`src/rtl/my_tx_pkg.sv`:
```
// Shared types and elaboration-time helpers for the IrDA SIR transmitter.
package my_tx_pkg;

  typedef enum logic [1:0] {
    StIdle,
    StStart,
    StData,
    StStop
  } tx_state_e;

  function automatic int unsigned div_calc(input int unsigned clk_freq,
                                           input int unsigned baud);
    return clk_freq / baud;
  endfunction

  // IrDA pulse is 3/16 of a bit, never shorter than one clock.
  function automatic int unsigned pulse_len(input int unsigned div);
    int unsigned p;
    p = (3 * div) / 16;
    return (p < 1) ? 1 : p;
  endfunction

endpackage

```
`src/rtl/uart_tx_core.sv`:
```
// 8N1 frame engine: FSM, baud counter, shift register and IrDA/raw line encoder.
module uart_tx_core
  import my_tx_pkg::*;
#(
  parameter int unsigned Div      = 10,
  parameter int unsigned PulseLen = 1,
  parameter bit          IrdaEn   = 1'b1
) (
  input  logic       i_clk,
  input  logic       i_rst,
  input  logic       i_start,
  input  logic [7:0] i_din,
  output logic       o_txd,
  output logic       o_busy
);

  localparam int unsigned         CntW     = $clog2(Div);
  localparam logic [CntW-1:0]     LastCnt  = CntW'(Div - 1);
  localparam logic [CntW-1:0]     PulseCnt = CntW'(PulseLen);

  tx_state_e       r_state, w_state_d;
  logic [CntW-1:0] r_cnt, w_cnt_d;
  logic [2:0]      r_idx, w_idx_d;
  logic [7:0]      r_shift, w_shift_d;
  logic            r_txd;
  logic            w_line, w_txd_d, w_bit_end;

  assign w_bit_end = (r_cnt == LastCnt);

  always_comb begin
    w_state_d = r_state;
    w_cnt_d   = r_cnt;
    w_idx_d   = r_idx;
    w_shift_d = r_shift;
    w_line    = 1'b1;
    unique case (r_state)
      StIdle: begin
        w_cnt_d = '0;
        w_idx_d = '0;
        if (i_start) begin
          w_state_d = StStart;
          w_shift_d = i_din;
        end
      end
      StStart: begin
        w_line = 1'b0;
        if (w_bit_end) begin
          w_cnt_d   = '0;
          w_state_d = StData;
        end else begin
          w_cnt_d = r_cnt + CntW'(1);
        end
      end
      StData: begin
        w_line = r_shift[0];
        if (w_bit_end) begin
          w_cnt_d   = '0;
          w_shift_d = r_shift >> 1;
          w_idx_d   = r_idx + 3'd1;
          if (r_idx == 3'd7) w_state_d = StStop;
        end else begin
          w_cnt_d = r_cnt + CntW'(1);
        end
      end
      StStop: begin
        if (w_bit_end) begin
          w_cnt_d   = '0;
          w_state_d = StIdle;
        end else begin
          w_cnt_d = r_cnt + CntW'(1);
        end
      end
      default: w_state_d = StIdle;
    endcase

    // A zero line bit becomes a short high pulse at the head of the bit.
    if (IrdaEn) w_txd_d = ~w_line & (r_cnt < PulseCnt);
    else        w_txd_d = w_line;
  end

  always_ff @(posedge i_clk) begin
    if (i_rst) begin
      r_state <= StIdle;
      r_cnt   <= '0;
      r_idx   <= '0;
      r_shift <= '0;
      r_txd   <= ~IrdaEn;
    end else begin
      r_state <= w_state_d;
      r_cnt   <= w_cnt_d;
      r_idx   <= w_idx_d;
      r_shift <= w_shift_d;
      r_txd   <= w_txd_d;
    end
  end

  assign o_txd  = r_txd;
  assign o_busy = (r_state != StIdle);

endmodule

```
`src/rtl/my_tx.sv`:
```
// Board top: KEY[0] synchronizer and edge detector, switch register, frame engine.
module my_tx
  import my_tx_pkg::*;
#(
  parameter int unsigned CLK_FREQ = 50_000_000,
  parameter int unsigned BAUD     = 115_200,
  parameter int unsigned IRDA_EN  = 1
) (
  input  logic       CLOCK_50,
  input  logic [8:0] SW,
  input  logic [0:0] KEY,
  output logic       IRDA_TXD
);

  localparam int unsigned DIV   = div_calc(CLK_FREQ, BAUD);
  localparam int unsigned PULSE = pulse_len(DIV);

  logic       r_key_meta, r_key_sync, r_key_prev;
  logic [7:0] r_sw;
  logic       w_rst, w_rise, w_busy, w_start;

  assign w_rst = SW[8];

  always_ff @(posedge CLOCK_50) begin
    if (w_rst) begin
      r_key_meta <= 1'b0;
      r_key_sync <= 1'b0;
      r_key_prev <= 1'b0;
      r_sw       <= '0;
    end else begin
      r_key_meta <= KEY[0];
      r_key_sync <= r_key_meta;
      r_key_prev <= r_key_sync;
      r_sw       <= SW[7:0];
    end
  end

  assign w_rise  = r_key_sync & ~r_key_prev;
  // Edges seen mid-frame are dropped rather than queued.
  assign w_start = w_rise & ~w_busy;

  uart_tx_core #(
    .Div      (DIV),
    .PulseLen (PULSE),
    .IrdaEn   (IRDA_EN != 0)
  ) u_core (
    .i_clk   (CLOCK_50),
    .i_rst   (w_rst),
    .i_start (w_start),
    .i_din   (r_sw),
    .o_txd   (IRDA_TXD),
    .o_busy  (w_busy)
  );

endmodule

```
`config.mk`:
```
export PLATFORM = sky130hd
export DESIGN_NAME = my_tx
export DESIGN_NICKNAME = d
export VERILOG_FILES = /design/src/rtl/my_tx_pkg.sv /design/src/rtl/uart_tx_core.sv /design/src/rtl/my_tx.sv
export SDC_FILE = /design/constraint.sdc
export NUM_CORES = 1
export LEC_CHECK = 0
export CAP_MARGIN = 15
export CORE_ASPECT_RATIO = 1.1
export CORE_MARGIN = 2
export CORE_UTILIZATION = 40
export DETAILED_ROUTE_END_ITERATION = 8
export GPL_TIMING_DRIVEN = 0
export SYNTH_ARGS = -nofsm -noshare
export SYNTH_HDL_FRONTEND = slang
export SYNTH_HIERARCHICAL = 1
export SYNTH_SLANG_ARGS = --single-unit
```
`constraint.sdc`:
```
create_clock -name CLOCK_50 -period 4.79 [get_ports CLOCK_50]
set_input_delay 0.479 -clock CLOCK_50 [delete_from_list [all_inputs] [get_ports CLOCK_50]]
set_output_delay 0.479 -clock CLOCK_50 [all_outputs]
set_load 0.03 [all_outputs]
```
Word-level counts from Yosys, hierarchy flattened:

Index checks and enable logic that the tools add are counted.

* register bits after elaboration: 34
* logic and storage cells: 49

* $add $sub $neg: 2
* $lt $le $gt $ge: 1
* eq/ne operators: 10
* mux-type cells: 14
* bitwise logic cells: 6
* reductions and logical operators: 7

Operators with widths (count)
* one-hot mux 9 bit (2 select lines): 1
* two-way mux 8 bit: 2
* one-hot mux 8 bit (2 select lines): 1
* two-way mux 2 bit: 5
* != test 2 x 1 -> 1 bit, second input constant: 5
* adder 9 x 1 -> 9 bit, second input constant: 1
* equality test 9 bit, second input constant: 1
* less-than comparator 9 x 7 -> 1 bit, second input constant: 1
* two-way mux 9 bit: 1
* one-hot mux 2 bit (4 select lines): 1
* one-hot mux 3 bit (2 select lines): 1
* AND reduction 5 bit: 1
* equality test 2 bit, second input constant: 2
* nonzero test 2 bit: 2
* adder 3 x 1 -> 3 bit, second input constant: 1
* bitwise AND 1 bit: 3
* equality test 3 bit, second input constant: 1
* two-way mux 3 bit: 1
* inverter 1 bit: 3
* AND reduction 3 bit: 1
* OR reduction 3 bit: 1
* equality test 2 x 1 -> 1 bit, second input constant: 1
* zero test 2 bit: 1
* one-hot mux 1 bit (2 select lines): 1
* AND reduction 2 bit: 1

Longest topological paths before layout:

Gate-level depths: netlist of the first run.

* depth in word-level cells: 5
* gate-level depth with buffers: 8

Hierarchy:

The synthesis of the first run kept the hierarchy.

Modules (own cells, without submodules)
* uart_tx_core: instances 1, cells each 139, area an instance 1212.4 um^2, seq. area each 460.4 um^2
* my_tx: instances 1, cells each 24, area an instance 345.3 um^2, seq. area each 220.2 um^2

Least setup slack after synthesis of the first run:

Ideal clock, no wire load.

* path kind: reg2reg
* start: register u_core.r_state[0]
* end: register u_core.r_shift[0]
* arrival time: 1571 ps
* path slack: 3087 ps
* cell stages (with the launch flop): 9
* path buffers: 1
* period minus slack after synthesis: 1703 ps
* cell sequence: dfxtp_1 -> inv_1 -> ha_1 -> inv_1 -> nor3b_1 -> mux2i_1 -> clkbuf_1 -> o21ai_0 -> a21oi_1

* longest elaborated chain between the ends: 5
* elaborated cells on any way between the ends: 10
* classes of those cells: eq/ne (3); mux (1); bitwise (2); reduce/logical (4)

RTL lines
* start, declared: RTL line uart_tx_core.sv:21 `tx_state_e r_state, w_state_d;`
* start signal, assigned: RTL line uart_tx_core.sv:83 `r_state <= StIdle;`
* start signal, assigned: RTL line uart_tx_core.sv:89 `r_state <= w_state_d;`
* nonzero test 2 bit: RTL line uart_tx_core.sv:98 `assign o_busy = (r_state != StIdle);`
* named net w_busy: RTL line my_tx.sv:20 `logic w_rst, w_rise, w_busy, w_start;`
* inverter 1 bit: RTL line my_tx.sv:40 `assign w_start = w_rise & ~w_busy;`
* bitwise AND 1 bit: RTL line my_tx.sv:40
* named net w_start: RTL line my_tx.sv:20
* != test 2 x 1 -> 1 bit (no line)
* AND reduction 3 bit (no line)
* end signal, assigned: RTL line uart_tx_core.sv:92 `r_shift <= w_shift_d;`
* end, declared: RTL line uart_tx_core.sv:24 `logic [7:0] r_shift, w_shift_d;`

The timed path passes the listed nets, and every way through them passes these cells.
A chain may end at the register's enable or synchronous reset.

Worst setup path after layout of the first run:

* start: register u_core.r_state[0]
* end: register u_core.r_shift[7]

Same word-level chain as after synthesis.

==> out/results.ini, run 1 <==
[detailed_routing]
via_per_inst=4.927
drt_iter0_markers=60
post-route-drc-count=0
wl_per_cell_um=12.24
drt.antenna.violating_nets=0
first_pass_iters=4
wirelength_mm=2.839
via_count=1143

[placed_design]
hpwlAfterDp_mm=2.048
pre_cts_slack_ns=2.619
io_buffers=11
gp_congestion=0.8079

[timing]
slew_headroom=0.6626
fin_skew_ns=0.003609
rsz0062_at_grt=false
worst_pin_slew_ns=0.4921
finalHoldViolCount=0
worst_slack_ns=2.588
fin_crit_sh=0.4598
slew_violations=0
fmax_mhz=454.1
fin_crit_ns=2.202
setup_violations=0
fin_tns_setup_ns=0

[critical_path]
criticalPathCategory=reg2reg
crit_family=buffers and inverters
crit_slowest_cell=nor3b_1
path_buf_inv=3
crit_path_end_kind=register
crit_fanout=10
cp_data_required_time_ns=4.94
path_cells=inv_1 > ha_1 > inv_1 > nor3b_1 > mux2i_1 > clkbuf_1 > o21ai_0 > a21oi_1
cp-start-kind=register
cpPeakStageDelay_ns=0.39
critPathArrivalTime_ns=2.36
cpMostUsedCell=inv_1
r2r_slack_ns=2.59

[power_and_ir_drop]
ir_drop_mv=0.1618
cellPowerDensity_mw_per_mm2=359.6
power.total_mw=0.6547
p_leak_nw=0.6760

[finish]
n_fill_cell=378
multi_input_area_um2=799.5
layout_commonest_cell=dfxtp_1
regArea_um2=680.7
post-route-util=0.4942
area_growth_pct=16.87
fin_nets=200
final_cell_mix=34 x dfxtp_1, 13 x o21ai_0, 12 x a21oi_1, 11 x clkdlybuf4s50_1, 11 x nor2_1
diodes=0
drive_above_1_share=0.1484

[clocking]
cts_resized=0
clk_pin_slew_worst_paths_ns=0.07
clock-root-buffer=clkbuf_8
cts_tree=done
cts_sinks=34
htreeDepth=2
worst_skew_pair.late_latency_ns=0.28
cts_buffers=5
cts_buffer_depth=2
cts_setup_buffers=0
postCtsHoldBufs=0

[status]
outcome=complete, no violations

[floorplan]
initial_core_util=0.4229
coreArea_mm2=0.003684
dieArea_mm2=0.004410
num_rows=23
fp.dieH_um=69.45
io_pins=12
fp.dieW_um=63.50

[global_routing]
track_usage=0.1487
antenna_found_initial=0
grt_pass1_wl_mm=5.195
overflow=0
grt_pass1_vias=1206
grt_max_degree=13

[yosys]
yosys.area.top_type_share=0.4369
ys_warn_count=6
yosys.area.top_type=dfxtp_1
netlist_area_mm2=0.001558
ys_types=36
yosysSeqAreaShare=0.4369
async_reset_ff_frac=0
ys_ff_latch=34
avgSynthCellArea_um2=9.557
synth-edff-count=0
syn-instance-count=163
synth_nets=182
synthTopCellsByArea=dfxtp_1 44%, ha_1 6.4%, nor2b_2 5.1%, o21ai_0 4.2%, a21oi_1 3.9%
synthFlopType=dfxtp_1

[run]
drv_cap=0

[worst_hold_path]
hp-class=reg2reg

==> cell type report <==
type	count	share of cell area
timing repair buffer	11	0.06048
sequential	34	0.3739
inverter	6	0.01237
buffer	9	0.03024
multi-input combinational	114	0.4392
tap	50	0.03436
clock inverter	3	0.01168
clock buffer	5	0.03780
==> logic make-up after synthesis <==
logic type,count (synthesis),synth area share
simple gates,60,0.2506
fa+ha+maj,8,0.06426
xor+xnor,7,0.03936
mux,3,0.01928
compound gates,36,0.1398
flops,34,0.4369
buf+inv,15,0.04980
==> final timing paths <==
| check | start | endpoint | cells after the start |
|---|---|---|---|
| hold reg to reg | r_key_meta | r_key_sync | 1 |
| hold / removal | r_key_meta | r_key_sync | 1 |
| setup reg to reg | u_core/r_state[0] | u_core/r_shift[7] | 8 |
| setup / recovery | u_core/r_state[0] | u_core/r_shift[7] | 8 |
==> power by group <==
group | internal, mW | switching [mW]
combinational | 0.0595 | 0.0752
clock | 0.102 | 0.106
sequential | 0.300 | 0.0123
total | 0.461 | 0.194
==> routing by layer <==
metal,global-route usage,up-vias,part of all wire
li1,-,597,-
met4,0.05797,0,0.0099
met3,0.04870,4,0.026
met5,0,-,0
met2,0.2491,10,0.48
met1,0.1743,532,0.48
==> worst register-to-register path, stage by stage, from the launching register on <==
cell and delay (ns):
dfxtp_1 0.35, inv_1 0.10, ha_1 0.32, inv_1 0.08, nor3b_1 0.39, mux2i_1 0.29, clkbuf_1 0.26, o21ai_0 0.21
a21oi_1 0.09
==> registers in the layout (all words and copies together), names as in the netlist <==
| signal | cells |
|---|---|
| r_key_meta | 1 |
| r_key_prev | 1 |
| r_key_sync | 1 |
| r_sw | 8 |
| u_core/o_txd | 1 |
| u_core/r_cnt | 9 |
| u_core/r_idx | 3 |
| u_core/r_shift | 8 |
| u_core/r_state | 2 |
==> cells in the mapped netlist, types with 3 or more instances <==
| cell | n |
|---|---|
| ha_1 | 8 |
| mux2i_1 | 3 |
| inv_1 | 6 |
| xor2_1 | 3 |
| nand3_1 | 4 |
| a21o_1 | 7 |
| a21oi_1 | 12 |
| dfxtp_1 | 34 |
| xnor2_1 | 4 |
| o21ai_0 | 13 |
| nand2b_1 | 7 |
| nand4_1 | 8 |
| nor2_1 | 11 |
| nand2_1 | 5 |
| clkbuf_1 | 4 |
| nor2b_2 | 9 |
==> metrics by stage <==
stage	instances	instance area, um2	hold slack, ns
after global placement	224	1730	0.4210
after detailed placement	224	1730	0.4280
after floorplan	163	1558	0.4148
final	232	1821	0.4391
after global routing	232	1821	0.4694
after CTS	232	1821	0.4457
No activity file was read; power rests on OpenSTA's default activity.
==> run 2, diff against run 1 <==
==> constraint.sdc (replaced) <==
create_clock -name CLOCK_50 -period 2.1 [get_ports CLOCK_50]
set_input_delay 0.21 -clock CLOCK_50 [delete_from_list [all_inputs] [get_ports CLOCK_50]]
set_output_delay 0.21 -clock CLOCK_50 [all_outputs]
set_load 0.03 [all_outputs]
==> run 2 against run 1 <==
Against the previous run: wire length up 0.18%; clock power is 130% higher; total power grew 130%; non-clock buffer count unchanged; register-to-register slack worse by 2.4 ns; final area increased by 0.69%; worst setup slack worse by 2.4 ns; critical path type unchanged; critical endpoint is now u_core/r_state[1]; largest cell class unchanged; largest power group unchanged.
==> out/results.ini, run 2 (synthesized netlist as in run 1, its figures left out) <==
[status]
outcome=complete, no violations

[finish]
final_cell_mix=34 x dfxtp_1, 13 x o21ai_0, 12 x a21oi_1, 11 x clkdlybuf4s50_1, 11 x nor2_1
largest_reg_flops=9  ; unchanged
top_register=u_core/r_cnt
fin_cells=232  ; unchanged
layout_commonest_cell=dfxtp_1
diodes=0  ; unchanged
area_growth_pct=17.67
largest_registers=u_core/r_cnt: 9 flops, r_sw: 8 flops, u_core/r_shift: 8 flops
fin_nets=200  ; unchanged
post-route-util=0.4976  ; +0.003396
drive_above_1_share=0.1703  ; +0.02198

[global_routing]
grt_max_degree=13  ; unchanged
overflow=0  ; unchanged
track_usage=0.1491  ; +0.0003388
grt_pass1_vias=1209  ; +0.25%
antenna_found_initial=0  ; unchanged
grt_pass1_wl_mm=5.202  ; +0.13%

[detailed_routing]
drt_iter0_markers=58  ; -3.3%
post-route-drc-count=0  ; unchanged
drt.antenna.violating_nets=0  ; unchanged
wl_per_cell_um=12.26  ; +0.18%
wirelength_mm=2.844  ; +0.18%
first_pass_iters=6  ; +2
via_per_inst=5.013  ; +1.7%
via_count=1163  ; +1.7%

[clocking]
clk_pin_slew_worst_paths_ns=0.07  ; about the same
cts_tree=done
cts_buffers=5  ; unchanged
postCtsHoldBufs=0  ; unchanged
cts_sinks=34  ; unchanged
htreeDepth=2  ; unchanged
cts_buffer_depth=2  ; unchanged
clock-root-buffer=clkbuf_8
worst_skew_pair.late_latency_ns=0.28  ; about the same

[critical_path]
path_cells=inv_1 > ha_2 > inv_1 > nor3b_2 > nor2b_1 > o31ai_1 > mux2i_1
crit_fanout=6  ; -4
critPathArrivalTime_ns=2.10  ; -0.26 ns
cpPeakStageDelay_ns=0.43  ; +0.04 ns
crit_family=compound AO/OA/AOI/OAI gates
cp_data_required_time_ns=2.32  ; -2.62 ns
path_buf_inv=2  ; -1
cpMostUsedCell=inv_1
crit_slowest_cell=o31ai_1
cp-start-kind=register
criticalPathCategory=reg2reg
crit_path_end_kind=register

[timing]
finalHoldViolCount=0  ; unchanged
slew_headroom=0.6776  ; +0.01505
slew_violations=0  ; unchanged
fin_skew_ns=0.003516  ; -0.00009295 ns
worst_slack_ns=0.2202  ; -2.368 ns
fmax_mhz=532.0  ; +17%
fin_crit_sh=0.8951  ; +0.4354
fin_crit_ns=1.880  ; -0.3225 ns
worst_pin_slew_ns=0.4836  ; -0.008501 ns
rsz0062_at_grt=false
setup_violations=0  ; unchanged

[floorplan]
initial_core_util=0.4229  ; unchanged
fp.dieH_um=69.45  ; unchanged
num_rows=23  ; unchanged
io_pins=12  ; unchanged
dieArea_mm2=0.004410  ; unchanged
fp.dieW_um=63.50  ; unchanged
coreArea_mm2=0.003684  ; unchanged

[power_and_ir_drop]
p_leak_nw=0.6763  ; about the same
power.total_mw=1.506  ; +130%
cellPowerDensity_mw_per_mm2=821.5  ; +130%
ir_drop_mv=0.3699  ; +130%

[placed_design]
gp_congestion=0.8079  ; unchanged
place_inst=224  ; unchanged
pre_cts_slack_ns=-0.07072  ; -2.690 ns
io_buffers=11  ; unchanged
hpwlAfterDp_mm=2.048  ; unchanged

[worst_hold_path]
hp-class=reg2reg

[run]
drv_cap=0  ; unchanged

-- run 2: cell counts in the layout (fill, tap and decap cells not counted) --
No cell type changed its count.
-- run 2: final cells by class --
| cell class | count | area (um2) |
|---|---|---|
| Inverter | 6 | 22.52 |
| Clock buffer | 5 | 68.82 |
| Sequential cell | 34 | 680.7 |
| Timing Repair Buffer | 11 | 110.1 |
| Buffer | 9 | 56.30 |
| Fill cell | 375 | 1851 |
| Multi-Input combinational cell | 114 | 810.8 |
| Tap cell | 50 | 62.56 |
| Clock inverter | 3 | 21.27 |
-- run 2: timing repair --
item | CTS | global route
setup endpoints to repair | 8 | 8
pin swaps | 0 | 0
gates resized for setup | 1 | 4
gates cloned | 0 | 0
setup buffers | 0 | 0
-- run 2: worst paths after layout --
| kind | startpoint | endpoint | slack, ns | depth (start not counted) |
|---|---|---|---|---|
| min reg2reg | r_key_meta | r_key_sync | 0.44 | 1 |
| max reg2reg | u_core/r_state[0] | u_core/r_state[1] | 0.22 | 7 |
| min | r_key_meta | r_key_sync | 0.44 | 1 |
| max | u_core/r_state[0] | u_core/r_state[1] | 0.22 | 7 |
-- run 2: stage by stage --
| step | instance area [um2] | hold WS (ns) | TNS (ns) |
|---|---|---|---|
| global placement | 1730 | 0.4210 | 0 |
| detailed placement | 1730 | 0.4280 | -0.4720 |
| CTS | 1826 | 0.4457 | 0 |
| floorplan | 1558 | 0.2791 | 0 |
| global route | 1833 | 0.4694 | 0 |
| finish | 1833 | 0.4391 | 0 |
-- run 2: routing by layer --
layer  share of wire  track usage  vias to the layer above
met4          0.0098      0.05797                        0
met2            0.48       0.2503                       23
li1                -            -                      598
met5               0            0                        -
met1            0.47       0.1743                      538
met3           0.044      0.04870                        4
-- run 2: power breakdown --
group / leakage [nW] / total (mW) / internal (mW) / switching (mW)
registers: 0.277 / 0.712 / 0.684 / 0.0281
logic: 0.355 / 0.319 / 0.143 / 0.176
clock network: 0.0441 / 0.475 / 0.232 / 0.243
total: 0.676 / 1.51 / 1.06 / 0.446
